`config.mk`:
```
export PLATFORM = sky130hd
export DESIGN_NAME = sensor_pingpong_buf
export DESIGN_NICKNAME = d
export VERILOG_FILES = /design/src/rtl/sensor_pingpong_buf.sv
export SDC_FILE = /design/constraint.sdc
export NUM_CORES = 2
export LEC_CHECK = 0
export BUFFER_PORTS_ARGS = -buffer_cell sky130_fd_sc_hd__buf_2
export CAP_MARGIN = 20
export CORE_MARGIN = 2
export CORE_UTILIZATION = 50
export CTS_BUF_LIST = sky130_fd_sc_hd__clkbuf_2
export DETAILED_ROUTE_END_ITERATION = 10
export PLACE_DENSITY = 0.8
export SYNTH_ARGS = -nofsm -noshare
export SYNTH_HDL_FRONTEND = slang
export SYNTH_SLANG_ARGS = --single-unit
```
`constraint.sdc`:
```
create_clock -name clk -period 3.9 [get_ports clk]
set_input_delay 0.195 -clock clk [delete_from_list [all_inputs] [get_ports clk]]
set_output_delay 0.195 -clock clk [all_outputs]
set_load 0.1 [all_outputs]
```
`src/rtl/sensor_pingpong_buf.sv`:
```
// Two-bank ping-pong capture buffer: the sensor fills one bank while the core
// reads the other; full flags hand banks between writer and reader.
module sensor_pingpong_buf #(
  parameter int DEPTH = 64,
  parameter int AW    = 6
) (
  input  logic          clk,
  input  logic          rst,
  input  logic          sctrl_en,
  input  logic          sctrl_clear,
  input  logic [AW-1:0] sctrl_addr,
  input  logic          sensor_ready,
  input  logic [31:0]   sensor_out,
  output logic          sensor_en,
  output logic          sctrl_interrupt,
  output logic [31:0]   sctrl_out,
  output logic          overrun,
  output logic          rd_bank
);

  logic [1:0]    full_reg, full_next;
  logic          wbank_reg, wbank_next;
  logic          rbank_reg, rbank_next;
  logic [AW-1:0] wcnt_reg, wcnt_next;
  logic          overrun_reg, overrun_next;

  logic          wr_fire;
  logic          frame_end;
  logic          clear_fire;
  logic [31:0]   bank_rd [2];

  assign sensor_en  = sctrl_en & ~full_reg[wbank_reg] & ~rst;
  assign wr_fire    = sensor_en & sensor_ready;
  assign frame_end  = wr_fire & (wcnt_reg == AW'(DEPTH - 1));
  assign clear_fire = sctrl_clear & full_reg[rbank_reg];

  // Writer and reader never target the same bank when both fire, so the
  // set and clear of the two full flags below cannot collide.
  always_comb begin
    full_next    = full_reg;
    wbank_next   = wbank_reg;
    rbank_next   = rbank_reg;
    wcnt_next    = wcnt_reg;
    overrun_next = overrun_reg;
    if (wr_fire) begin
      wcnt_next = wcnt_reg + 1'b1;
    end
    if (frame_end) begin
      full_next[wbank_reg] = 1'b1;
      wbank_next           = ~wbank_reg;
      wcnt_next            = '0;
    end
    if (clear_fire) begin
      full_next[rbank_reg] = 1'b0;
      rbank_next           = ~rbank_reg;
      overrun_next         = 1'b0;
    end else if (sctrl_en && (&full_reg) && sensor_ready) begin
      overrun_next = 1'b1;
    end
  end

  always_ff @(posedge clk) begin
    if (rst) begin
      full_reg    <= 2'b00;
      wbank_reg   <= 1'b0;
      rbank_reg   <= 1'b0;
      wcnt_reg    <= '0;
      overrun_reg <= 1'b0;
    end else begin
      full_reg    <= full_next;
      wbank_reg   <= wbank_next;
      rbank_reg   <= rbank_next;
      wcnt_reg    <= wcnt_next;
      overrun_reg <= overrun_next;
    end
  end

  // Banks are never cleared; reads are asynchronous so an address change is
  // visible in the same cycle.
  for (genvar gi = 0; gi < 2; gi++) begin : g_bank
    logic [31:0] mem [DEPTH];

    always_ff @(posedge clk) begin
      if (wr_fire && (wbank_reg == 1'(gi))) begin
        mem[wcnt_reg] <= sensor_out;
      end
    end

    assign bank_rd[gi] = mem[sctrl_addr];
  end

  assign sctrl_interrupt = full_reg[rbank_reg] & ~rst;
  assign sctrl_out       = sctrl_interrupt ? bank_rd[rbank_reg] : 32'h0;
  assign rd_bank         = rbank_reg & ~rst;
  assign overrun         = overrun_reg;

endmodule

```
==> reports/metrics.yaml <==
status: "finished, violations left"
violations: "setup timing"
synthTopCellsByCount: "edfxtp_1 (4096), mux4_2 (768), mux2i_1 (706)"
drtPass1Iterations: 6
vias_per_cell: 6.28
nets: 8507
coreArea_um2: 312000
fin_area_um2: 180000
grt_pass1_vias: 83800
cts_tree: "done"
root_buffer: "clkbuf_2"
cts_buffers: 893
fin_crit_sh_pct: 128
synth_edf_count: 4096
synth.distinct_cells: 44
reg2reg_slack_ns: 0.45
worstSetupPathType: "flip-flop to output port"
drv_slew: 0
grt_usage_pct: 25.8
synthesis.area_um2: 157000
power_uw: 78400
portBuffers: 78
comb_power_share_pct: 5.1
clk_pin_slew_ns: 0.12
period_needed_ns: 5.01
clockPowerShare_pct: 33.0
swShare_pct: 23.9
synth_top_cell_by_area: "edfxtp_1"
power_density_nw_per_um2: 435
clock_latency_ns: 2.03
ys_ff_latch: 4107
fp.dieW_um: 564
gp_congestion: 0.905
synthToLayoutAreaGrowth_pct: 14.9
grt_util_met1_pct: 34.4
endpoint_kind: "output port"
die_h_um: 564
seq_power_share_pct: 61.8
yosysSeqAreaShare_pct: 78.5
setup_viol: 32
clock_path_buffers: 4
grt_max_degree: 120
top_usage_layer: "met2"
cp_data_required_time_ns: 3.70
syn_avg_cell_area_um2: 21.7
largest_register_ffs: 4096
antenna_found_initial: 17
drtAntennaViolNets: 0
tightest_slew_ns: 1.03
clock-skew-final_ns: 0.280
dpl_cell_area_um2: 168000
drc: 0
grt_overflow: 0
fin_ws_ns: -1.11
layout.cells.non_filler: 13300
slew_headroom_pct: 31.3
maxCapViolations: 0
max_freq_ghz: 0.200
synth_fp_nets: 7263
crit_fanout: 1
synth_area_leaders: "edfxtp_1 (78%), mux4_2 (11%), mux2i_1 (4.5%)"
layout-drive-gt1-share_pct: 36.0
initial_core_util_pct: 50.3
synth_ff_type: "edfxtp_1"
placed_cells: 11500
finalHoldViolCount: 0
crit_arrival_ns: 4.81
hp-class: "primary input to flip-flop"
synth_top_area_share_pct: 78.4
dp_hpwl_um: 239000
grt_first_pass_wirelength_um: 589000
intPower_uw: 59600
die_area_um2: 318000
drt_wl_total_um: 414000
first_iter_violations: 13700
ios: 79
synth_most_common_cell: "edfxtp_1"
syn-instance-count: 7219
worst_setup_path_start_kind: "flip-flop"
row_count: 205
h-tree-depth: 6
grt_util_met3_pct: 6.29
async_flop_share_pct: 0
num_vias: 83600
p_leak_uw: 0.0597
clock-sinks: 4107
rsz0062_at_grt: "yes"
wl_per_cell_um: 31.1
switchingPower_uw: 18700
gr-usage-met2_pct: 40.0
synth_warnings: 0
ir_worst_vdd_uv: 241
final cells by class:
cell class / count / area (µm²)
antenna: 16 / 40.0
clock buffer: 1342 / 6720
clock inverter: 244 / 1210
fill: 21100 / 132000
inverter: 2 / 10.0
multi-input combinational: 2710 / 34900
sequential: 4107 / 123000
tap: 4140 / 5180
timing repair buffer: 749 / 9030
through the flow:
stage	util [%]	setup slack, ns	setup TNS [ns]	hold slack, ns
finish	57.8	-1.11	-21.72	0.0676
global route	57.7	-1.26	-23.98	0.0622
CTS	57.7	-1.08	-23.62	0.0142
detailed placement	53.8	-0.747	-2.61	0.421
global placement	53.8	-0.676	-3.23	0.423
floorplan	-	0.233	0	0.294
cell usage in the layout (no fill, tap or decap), types with 57 or more instances in the layout:
cell              n
clkbuf_2       1342
mux2_2           66
buf_4           375
mux2i_1         690
mux4_2          768
buf_12          193
clkinv_1        180
a22oi_1         273
dlygate4sd3_1   110
nand3_1         151
nor2_1          104
nand2_1          57
edfxtp_1       4096
nor2_4          132
path summary, 6_finish.rpt:
path	cells after the start	from	endpoint
setup / recovery	8	g_bank[0].mem[22][15]$_DFFE_PP_	sctrl_out[15]
hold / removal	4	sensor_out[22]	g_bank[0].mem[17][22]$_DFFE_PP_
setup reg to reg	8	wbank_reg$_SDFFE_PP0N_	g_bank[1].mem[56][5]$_DFFE_PP_
hold reg to reg	2	wcnt_reg[3]$_SDFFE_PP0N_	wcnt_reg[3]$_SDFFE_PP0N_
routing by layer:
metal  up-vias  share of wire (%)
li1      33400                  -
met1     42600                 34
met5         -             0.0031
met4         2                5.4
met3       842                 14
met2      6797                 47
power by group through the flow:
stage | logic [µW] | registers [µW] | clock network [µW]
CTS | 3950 | 48500 | 26100
detailed placement | 3650 | 49500 | 0
global placement | 3510 | 49500 | 0
floorplan | 1930 | 49500 | 0
finish | 4020 | 48500 | 25900
global route | 4180 | 48500 | 28300
cell families after synthesis:
logic type / Yosys count / share of synthesized area [%]
DFF: 4107 / 78.5
muxes: 1571 / 16.2
and+or+nand+nor: 604 / 1.77
AOI/OAI and AO/OA: 527 / 2.34
buffers and inverters: 404 / 1.14
xor gates and xnor gates: 5 / 0.0279
adders and majority gates: 1 / 0.00797
critical path: stages (launching register included):
cell      delay [ns]
edfxtp_1        0.39
mux4_2          0.46
mux2_4          0.29
a22oi_2         0.42
o21ai_2         0.16
nor4_4          0.49
buf_6           0.21
nand4_1         0.21
buf_12          0.26
timing repair:
item | 4_1_cts | 5_1_grt
pin swaps | 95 | 15
setup buffers | 18 | 0
endpoints found under the setup margin | 33 | 32
gates cloned | 4 | 0
resized for setup | 405 | 40
hold endpoints to repair | 7818 | 0
hold buffers | 140 | 0
Power figures use the tool's default switching activity.
